**src/rtl/vga_pkg.sv**
```systemverilog
// Shared constants for the pixel-buffer DMA page-flip controller:
// slave register map, status bit position and the flip FSM states.
package vga_pkg;

   localparam logic [1:0] REG_FRONT  = 2'd0;
   localparam logic [1:0] REG_BACK   = 2'd1;
   localparam logic [1:0] REG_RES    = 2'd2;
   localparam logic [1:0] REG_STATUS = 2'd3;

   localparam int STATUS_SWAP_BIT = 0;

   typedef enum logic [2:0] {
      ST_IDLE,
      ST_WR_BACK,
      ST_WR_TRIG,
      ST_GAP,
      ST_RD,
      ST_WAIT,
      ST_DONE
   } swap_state_e;

   function automatic int max2(input int a, input int b);
      return (a > b) ? a : b;
   endfunction

endpackage

```
**src/rtl/vga_swap_pending.sv**
```systemverilog
// One-deep request slot: the newest request wins, and overwriting a
// still-valid entry raises a sticky overrun flag until explicitly cleared.
module vga_swap_pending (
   input  logic        i_clk,
   input  logic        i_rst_n,
   input  logic        i_push,
   input  logic [31:0] i_addr,
   input  logic        i_pop,
   input  logic        i_clr_ovr,
   output logic        o_vld,
   output logic        o_vld_nxt,
   output logic [31:0] o_addr,
   output logic        o_overrun
);

   logic        r_vld;
   logic [31:0] r_addr;
   logic        r_ovr;

   assign o_vld     = r_vld;
   assign o_addr    = r_addr;
   assign o_overrun = r_ovr;
   // Lets the parent register a busy flag without an extra cycle of lag.
   assign o_vld_nxt = i_push | (r_vld & ~i_pop);

   always_ff @(posedge i_clk or negedge i_rst_n) begin
      if (!i_rst_n) begin
         r_vld  <= 1'b0;
         r_addr <= '0;
         r_ovr  <= 1'b0;
      end else begin
         if (i_push) begin
            r_vld  <= 1'b1;
            r_addr <= i_addr;
         end else if (i_pop) begin
            r_vld  <= 1'b0;
         end
         if (i_push && r_vld && !i_pop)
            r_ovr <= 1'b1;
         else if (i_clr_ovr)
            r_ovr <= 1'b0;
      end
   end

endmodule

```
**src/rtl/vga_frame_swap_ctrl.sv**
```systemverilog
// Page-flip sequencer: writes the back-buffer address, triggers the swap,
// polls status until vsync completes it, then reports done or timeout.
module vga_frame_swap_ctrl
   import vga_pkg::*;
#(
   parameter int READ_LATENCY = 1,
   parameter int POLL_GAP     = 16,
   parameter int TIMEOUT      = 2000000,
   parameter int CNT_W        = 16
) (
   input  logic             sys_clk_clk,
   input  logic             sys_reset_reset_n,
   input  logic             swap_req,
   input  logic [31:0]      swap_addr,
   output logic             swap_busy,
   output logic             swap_done,
   output logic             swap_timeout,
   output logic             swap_overrun,
   output logic [CNT_W-1:0] frame_count,
   output logic [1:0]       avm_address,
   output logic             avm_read,
   output logic             avm_write,
   output logic [3:0]       avm_byteenable,
   output logic [31:0]      avm_writedata,
   input  logic [31:0]      avm_readdata
);

   localparam int DW = $clog2(max2(READ_LATENCY, POLL_GAP)) + 1;
   localparam int TW = $clog2(TIMEOUT + 1);

   swap_state_e      r_state, w_next;
   logic [DW-1:0]    r_cnt;
   logic [TW-1:0]    r_to;
   logic             w_to_exp, w_to_evt, w_start;
   logic [31:0]      w_req_addr, w_sel_addr, w_pend_addr;
   logic             w_pend_vld, w_pend_vld_nxt, w_push, w_clr_ovr;
   logic             r_wr, r_rd, r_done, r_busy, r_tout;
   logic [1:0]       r_addr;
   logic [3:0]       r_be;
   logic [31:0]      r_wdata;
   logic [CNT_W-1:0] r_fc;
   logic             w_unused_rd;

   assign w_unused_rd = &{1'b0, avm_readdata};
   assign w_req_addr  = {swap_addr[31:2], 2'b00};
   assign w_sel_addr  = swap_req ? w_req_addr : w_pend_addr;
   assign w_push      = swap_req && (r_state != ST_IDLE);
   assign w_clr_ovr   = swap_req && (r_state == ST_IDLE);
   assign w_to_exp    = (r_to == TW'(TIMEOUT));

   vga_swap_pending u_pend (
      .i_clk     (sys_clk_clk),
      .i_rst_n   (sys_reset_reset_n),
      .i_push    (w_push),
      .i_addr    (w_req_addr),
      .i_pop     (w_start),
      .i_clr_ovr (w_clr_ovr),
      .o_vld     (w_pend_vld),
      .o_vld_nxt (w_pend_vld_nxt),
      .o_addr    (w_pend_addr),
      .o_overrun (swap_overrun)
   );

   always_comb begin
      w_next   = r_state;
      w_to_evt = 1'b0;
      w_start  = 1'b0;
      case (r_state)
         ST_IDLE: if (swap_req || w_pend_vld) begin
            w_next  = ST_WR_BACK;
            w_start = 1'b1;
         end
         ST_WR_BACK: w_next = ST_WR_TRIG;
         ST_WR_TRIG: w_next = ST_GAP;
         ST_GAP: begin
            if (w_to_exp) begin
               w_next   = ST_IDLE;
               w_to_evt = 1'b1;
            end else if (r_cnt == '0) begin
               w_next = ST_RD;
            end
         end
         // An expired timer still lets the issued read drain before giving up.
         ST_RD: w_next = ST_WAIT;
         ST_WAIT: if (r_cnt == '0) begin
            if (!avm_readdata[STATUS_SWAP_BIT]) begin
               w_next = ST_DONE;
            end else if (w_to_exp) begin
               w_next   = ST_IDLE;
               w_to_evt = 1'b1;
            end else begin
               w_next = ST_GAP;
            end
         end
         ST_DONE: w_next = ST_IDLE;
         default: w_next = ST_IDLE;
      endcase
   end

   always_ff @(posedge sys_clk_clk or negedge sys_reset_reset_n) begin
      if (!sys_reset_reset_n) begin
         r_state <= ST_IDLE;
         r_cnt   <= '0;
         r_to    <= '0;
      end else begin
         r_state <= w_next;
         if (w_next == ST_GAP && r_state != ST_GAP)
            r_cnt <= DW'(POLL_GAP - 1);
         else if (w_next == ST_WAIT && r_state != ST_WAIT)
            r_cnt <= DW'(READ_LATENCY - 1);
         else if (r_cnt != '0)
            r_cnt <= r_cnt - DW'(1);
         if (r_state == ST_WR_TRIG)
            r_to <= '0;
         else if ((r_state == ST_GAP || r_state == ST_RD || r_state == ST_WAIT) && !w_to_exp)
            r_to <= r_to + TW'(1);
      end
   end

   // Bus and status outputs are registered from the next state.
   always_ff @(posedge sys_clk_clk or negedge sys_reset_reset_n) begin
      if (!sys_reset_reset_n) begin
         r_wr    <= 1'b0;
         r_rd    <= 1'b0;
         r_addr  <= REG_FRONT;
         r_be    <= 4'h0;
         r_wdata <= '0;
         r_done  <= 1'b0;
         r_fc    <= '0;
         r_tout  <= 1'b0;
         r_busy  <= 1'b0;
      end else begin
         r_wr    <= (w_next == ST_WR_BACK) || (w_next == ST_WR_TRIG);
         r_rd    <= (w_next == ST_RD);
         r_addr  <= (w_next == ST_WR_BACK) ? REG_BACK :
                    (w_next == ST_RD)      ? REG_STATUS : REG_FRONT;
         r_be    <= (w_next == ST_WR_BACK || w_next == ST_WR_TRIG || w_next == ST_RD) ? 4'hF : 4'h0;
         r_wdata <= (w_next == ST_WR_BACK) ? w_sel_addr : '0;
         r_done  <= (w_next == ST_DONE);
         if (w_next == ST_DONE)
            r_fc <= r_fc + CNT_W'(1);
         if (w_to_evt)
            r_tout <= 1'b1;
         else if (swap_req)
            r_tout <= 1'b0;
         r_busy  <= (w_next != ST_IDLE) || w_pend_vld_nxt;
      end
   end

   assign swap_busy      = r_busy;
   assign swap_done      = r_done;
   assign swap_timeout   = r_tout;
   assign frame_count    = r_fc;
   assign avm_address    = r_addr;
   assign avm_read       = r_rd;
   assign avm_write      = r_wr;
   assign avm_byteenable = r_be;
   assign avm_writedata  = r_wdata;

endmodule

```
**config.mk**
```make
export PLATFORM = sky130hd
export DESIGN_NAME = vga_frame_swap_ctrl
export DESIGN_NICKNAME = d
export VERILOG_FILES = /design/src/rtl/vga_pkg.sv /design/src/rtl/vga_swap_pending.sv /design/src/rtl/vga_frame_swap_ctrl.sv
export SDC_FILE = /design/constraint.sdc
export NUM_CORES = 1
export LEC_CHECK = 0
export CAP_MARGIN = 30
export CORE_MARGIN = 3
export CORE_UTILIZATION = 50
export DETAILED_ROUTE_END_ITERATION = 8
export GPL_TIMING_DRIVEN = 0
export PLACE_DENSITY = 0.82
export SLEW_MARGIN = 20
export SYNTH_ARGS = -nofsm -noshare
export SYNTH_HDL_FRONTEND = slang
export SYNTH_HIERARCHICAL = 1
export SYNTH_SLANG_ARGS = --single-unit
```
**constraint.sdc**
```tcl
create_clock -name sys_clk_clk -period 2.9 [get_ports sys_clk_clk]
set_input_delay 0.29 -clock sys_clk_clk [delete_from_list [all_inputs] [get_ports sys_clk_clk]]
set_output_delay 0.29 -clock sys_clk_clk [all_outputs]
set_load 0.1 [all_outputs]
```
### Word-level counts from Yosys, hierarchy flattened

Index checks and enable logic that the tools add are counted.

| storage, ports and cells | value |
|---|---|
| register bits | 120 |
| word-level logic and storage cells | 89 |

| cells by class | value |
|---|---|
| add/subtract/negate cells | 3 |
| eq/ne operators | 14 |
| multiplexer cells | 29 |
| bitwise logic cells | 3 |
| reductions and logical operators | 25 |

Operators by type and width:

| kind | count |
|---|---|
| 32-bit 2-to-1 mux | 2 |
| 21-bit 2-to-1 mux | 2 |
| 21-bit by 1-bit adder with 21-bit output (second input constant) | 1 |
| 21-bit equality test (second input constant) | 1 |
| 3-bit case mux with 6 select lines | 1 |
| 16-bit by 1-bit adder with 16-bit output (second input constant) | 1 |
| 3-bit equality test (second input constant) | 5 |
| 3-bit 2-to-1 mux | 5 |
| 5-bit 2-to-1 mux | 3 |
| 3-bit by 2-bit equality test with 1-bit output (second input constant) | 4 |
| 1-bit 2-to-1 mux | 11 |
| 3-bit nonzero test | 3 |
| 2-bit nonzero test | 4 |
| 1-bit logical AND | 7 |
| 3-bit by 1-bit equality test with 1-bit output (second input constant) | 2 |
| 1-bit logical OR | 6 |
| 2-bit 2-to-1 mux | 3 |
| 5-bit logical NOT | 1 |
| 5-bit nonzero test | 1 |
| 5-bit by 1-bit subtractor with 5-bit output (second input constant) | 1 |
| 4-bit 2-to-1 mux | 1 |
| 3-bit logical NOT | 1 |
| 3-bit by 2-bit != test with 1-bit output (second input constant) | 1 |
| 3-bit != test (second input constant) | 1 |
| 5 further kinds | 6 |

### Longest topological paths before layout

| logic depth | value |
|---|---|
| depth in word-level cells | 9 |
| mapped depth | 9 |
| depth with buffers taken out | 8 |

### Cells and area by module

Netlist, hierarchy kept.

By module, submodules not included:

| module | instances | cells each | area each (µm²) | sequential area each (µm²) |
|---|---|---|---|---|
| vga_frame_swap_ctrl | 1 | 391 | 4,046.4 | 2,127.0 |
| vga_swap_pending | 1 | 75 | 1,411.4 | 850.8 |

### Worst setup path after synthesis

Ideal clock, no wire load.

| timing path | value |
|---|---|
| kind | register -> register |
| start point | reg r_cnt[0] |
| end point | reg r_fc[14] (netlist: frame_count[14]) |
| library setup time | 162 ps |
| arrival | 2,170 ps |
| path slack | 568 ps |
| cell stages (with the launch flop) | 10 |
| clock period less this slack | 2,332 ps |
| cell sequence | dfrtp_1 -> inv_1 -> ha_1 -> or4b_4 -> nor4_4 -> nand3_2 -> or2_1 -> buf_6 -> nor3_4 -> xor2_1 |

| between the ends | value |
|---|---|
| longest elaborated chain between the ends | 5 |
| elaborated cells on any way between the ends | 6 |
| those cells by class | eq/ne: 1; mux: 4; reduce/logical: 1 |

Ends and longest elaborated chain:

| item | line | text |
|---|---|---|
| from (decl) | vga_frame_swap_ctrl.sv:32 | `logic [DW-1:0] r_cnt;` |
| from (signal assigned) | vga_frame_swap_ctrl.sv:108 | `r_cnt <= DW'(POLL_GAP - 1);` |
| from (signal assigned) | vga_frame_swap_ctrl.sv:110 | `r_cnt <= DW'(READ_LATENCY - 1);` |
| from (signal assigned) | vga_frame_swap_ctrl.sv:112 | `r_cnt <= r_cnt - DW'(1);` |
| 5-bit logical NOT (*) | vga_frame_swap_ctrl.sv:79, vga_frame_swap_ctrl.sv:85 |  |
| 3-bit 2-to-1 mux | vga_frame_swap_ctrl.sv:79 | `end else if (r_cnt == '0) begin` |
| 3-bit 2-to-1 mux | vga_frame_swap_ctrl.sv:76 | `if (w_to_exp) begin` |
| 3-bit case mux with 6 select lines (*) | vga_frame_swap_ctrl.sv:68 | `case (r_state)` |
| 3-bit equality test (*) | vga_frame_swap_ctrl.sv:140 | `if (w_next == ST_DONE)` |
| to (signal assigned) | vga_frame_swap_ctrl.sv:141 | `r_fc <= r_fc + CNT_W'(1);` |
| to (decl) | vga_frame_swap_ctrl.sv:41 | `logic [CNT_W-1:0] r_fc;` |

Every way passes the cells marked *; elsewhere a longest branch is shown, timed or not.
A chain may end at the register's enable or synchronous reset.

### Worst setup path in the final report

| timing path | value |
|---|---|
| start point | reg r_to[0] |
| end point | reg r_busy (netlist: swap_busy) |

| between the ends | value |
|---|---|
| longest elaborated chain between the ends | 7 |
| elaborated cells on any way between the ends | 8 |
| those cells by class | eq/ne: 1; mux: 5; reduce/logical: 2 |

Ends and longest elaborated chain:

| item | line | text |
|---|---|---|
| from (decl) | vga_frame_swap_ctrl.sv:33 | `logic [TW-1:0] r_to;` |
| from (signal assigned) | vga_frame_swap_ctrl.sv:116 | `r_to <= r_to + TW'(1);` |
| 21-bit equality test (*) | vga_frame_swap_ctrl.sv:49 | `assign w_to_exp = (r_to == TW'(TIMEOUT));` |
| 2-bit 2-to-1 mux | vga_frame_swap_ctrl.sv:88 | `end else if (w_to_exp) begin` |
| 3-bit 2-to-1 mux | vga_frame_swap_ctrl.sv:86 | `if (!avm_readdata[STATUS_SWAP_BIT]) begin` |
| 3-bit 2-to-1 mux | vga_frame_swap_ctrl.sv:85 | `ST_WAIT: if (r_cnt == '0) begin` |
| 3-bit case mux with 6 select lines (*) | vga_frame_swap_ctrl.sv:68 |  |
| named net w_next[1] | vga_frame_swap_ctrl.sv:31 | `swap_state_e r_state, w_next;` |
| 3-bit nonzero test (*) | vga_frame_swap_ctrl.sv:146 | `r_busy <= (w_next != ST_IDLE) \|\| w_pend_vld_nxt;` |
| 1-bit logical OR (*) | vga_frame_swap_ctrl.sv:146 |  |
| to (signal assigned) | vga_frame_swap_ctrl.sv:146 |  |
| to (decl) | vga_frame_swap_ctrl.sv:37 | `logic r_wr, r_rd, r_done, r_busy, r_tout;` |

The timed path passes the listed nets; every way through them passes the cells marked *.

==> results by group <==
Cells and area
  – Layout cells sized above 1: about 15%
  – Synth-to-layout area growth: 30.8%
  – Fin nets: between 600 and 700
  – Filler instances: 747
  – Register area: 0.00298 sq mm
  – ANT cells: 0
  – Multi-input logic area: 0.00227 sq mm
  – Final core occ: 68.2%

GRT
  – GRT Util Overall: between 20% and 30%
  – Largest net degree at the start of global routing: 86
  – Vias in the first global route: approximately 4.3k
  – Initial antenna violation count: 0
  – Grt total ovfl: 0
  – First-pass GRT wire length: 22000 um

Run
  – Max_cap viols: 0

Setup path
  – Setup Crit Path Kind: flop to flop
  – Critical path's largest stage delay: 510 ps
  – Slowest-stage cell, CP: or4_1
  – CP max FO: 10
  – CP Launch Point: r_to[0]
  – R2R depth: 9
  – Critical R2R Launch: r_to[0]
  – Crit path cell chain: inv_1 > ha_1 > nor4b_1 > nand2_1 > nor3_2 > buf_2 > o211ai_1 > or2_2 > or4_1
  – Critical path arrival: 3100 ps
  – CP endpoint kind: flop
  – R2r endpoint: swap_busy
  – R2R setup slack: 180 ps
  – WP data required: approximately 3300 ps
  – Crit start category: flop
  – Worst Setup EP: swap_busy

STA
  – Final Skew: 8.14 ps
  – RSZ-0062 raised after global routing: no
  – Max-slew violations: 0
  – Setup Viol. Count Final: 0
  – Final Hold Violating Endpoints: 0
  – Tmin final: 2720 ps
  – Fmax achieved: 0.368 GHz
  – Fin Setup TNS: 0 ps
  – Setup ws final: approximately 180 ps
  – Slew headroom: 30.7%
  – Worst slew pin tran: 1040 ps
  – Final period utilization: between 90% and 100%

Detailed routing
  – Drt total wl: 12700 um
  – Via density: 5.53
  – Wire per inst: 17.4 um
  – DR iter-0 viols: around 270
  – Router iterations before antenna repair: 4
  – Via Count: about 4.0k
  – Residual DRC: 0
  – Detail Route Antenna Nets: 0

Clock network
  – Inserted Clock Buffers: 17
  – Clk sinks: approximately 120
  – Reg clk slew, reported paths: 60 ps
  – Clock Tree Buf Depth: 2
  – Post_cts resized: 0
  – Post-CTS Setup Inserts: 0
  – Post-CTS Hold Buffers: 1
  – Root buf cell: clkbuf_8
  – Clk_lat worst skew: 510 ps
  – CTS tree: done
  – CTS H-Tree Depth: 4

Synth
  – Main synth FF type: dfrtp_1
  – #FFs+latches synth: 119
  – Sequential fraction of the synthesis area: a little over half
  – Synth warn: 6
  – Netlist cell types: between 50 and 60
  – Cell count after synthesis: approximately 470
  – Most frequent cells after synthesis: dfrtp_1 (119), nor2_1 (58), mux2i_1 (31)
  – Synth area leaders: dfrtp_1 (55%), mux2_4 (7.4%), mux2i_1 (5.7%)
  – Count leader, synth: dfrtp_1
  – Synthesized area per cell: 11.7 sq um
  – Cell taking the most area after synthesis: dfrtp_1
  – Number of synthesized flops with an enable pin: 0
  – Post-synth top area share: a little over half
  – Netlist Area Pre-Place: 0.00546 sq mm
  – Post-synth ARST share: between 90% and 100%

Power and ir drop
  – PwrDens: 738 mW/mm^2
  – Pwr Total: between 5 and 6 mW
  – VDD IR-drop max: 0.457 mV
  – Pleak: 3.25 nW

Floorplan
  – FP Rows: 37
  – Die Area: between 0.01 and 0.015 sq mm
  – Core area: roughly 0.010 sq mm
  – Die height: around 110 um
  – # IOs: roughly 130
  – Die Width: 110 um
  – Initial Util: 52.2%

Hold path
  – Min-Delay Path Class: input port to async pin

Place
  – Port-buffer cells: between 90 and 100
  – Gpl congestion: 0.802
  – DP HPWL: 8260 um
  – DP Worst Slack: 214 ps

Run status
  – Status: completed
## worst min-delay path by stage
stage	slack (ps)	end	depth (start not counted)
after CTS	240	frame_count[12]	2
after global placement	450	frame_count[15]	1
final	240	frame_count[12]	2
after floorplan	-6	avm_address[0]	0
after detailed placement	200	frame_count[12]	1
after global routing	270	frame_count[12]	2
## cell type report
type | instances | area share, %
plain buffers | 23 | 2.23
clock buffers | 18 | 5.86
clock inverters | 14 | 1.79
inverters | 15 | 0.789
multi-input cells | 310 | 31.8
flip-flops and latches | 119 | 41.7
well taps | 136 | 2.38
repair buffers | 94 | 13.4
## worst max-delay path, delay by kind of cell, from the launching register on
kind / cells / cell delay [ps]
AND/OR/NAND/NOR: 5 / 1500
buffers and inverters: 2 / 340
adder cells (fa/ha/maj): 1 / 150
AO/OA/AOI/OAI: 1 / 130
flip-flops: 1 / 460
## metrics by stage
step / hold WS (ps) / instance area (sq um) / cells
floorplan: -5.59 / 5460 / 467
global placement: 455 / 6550 / 695
detailed placement: 204 / 6580 / 696
CTS: 235 / 7140 / 729
global route: 271 / 7140 / 729
finish: 243 / 7140 / 729
## per-layer routing
metal	global-route usage, %	vias to the layer above	share of wire (%)
met5	0	-	0
met4	7.64	0	2.0
met3	5.21	20	4.9
met2	36.9	142	51
met1	28.3	2033	42
li1	-	1834	-
## power breakdown
part           switching, mW  leakage (nW)  total (mW)  internal [mW]
combinational          0.847          1.45        1.33          0.483
clock                  0.779         0.263        1.92           1.14
sequential             0.166          1.54        2.02           1.85
## flip-flops by register name, summed over array words and instances, names as in the netlist
name	count
avm_writedata	32
u_pend/o_addr	32
r_to	21
u_pend/o_overrun	1
avm_read	1
swap_timeout	1
u_pend/o_vld	1
r_state	3
avm_address	2
r_cnt	5
avm_byteenable	1
swap_done	1
avm_write	1
swap_busy	1
frame_count	16
## cells by family (layout without fill, tap and decap cells)
family	after synthesis	in the layout	share of synthesized area (%)
flip-flops	119	119	54.6
XOR/XNOR	30	30	4.81
AND/OR/NAND/NOR	157	157	15.3
adder cells (fa/ha/maj)	5	5	1.15
buffers and inverters	38	164	3.94
AO/OA/AOI/OAI	52	52	5.85
other	1	2	0.0687
multiplexers	64	64	14.4
## cell usage in the layout (no fill, tap or decap), types with 5 or more instances in the layout
| master | count |
|---|---|
| a21oi_1 | 14 |
| nand3_1 | 15 |
| nor2_1 | 58 |
| dfrtp_1 | 119 |
| nand4_1 | 6 |
| nand2_1 | 26 |
| xnor2_1 | 15 |
| xor2_1 | 15 |
| and3_1 | 8 |
| mux2i_1 | 31 |
| mux2_2 | 6 |
| clkbuf_16 | 16 |
| clkdlybuf4s50_1 | 91 |
| ha_1 | 5 |
| o21ai_0 | 15 |
| mux2_4 | 27 |
| inv_1 | 15 |
| nor3_1 | 5 |
| clkbuf_1 | 11 |
Note: power is estimated with default switching activity, not from simulation.
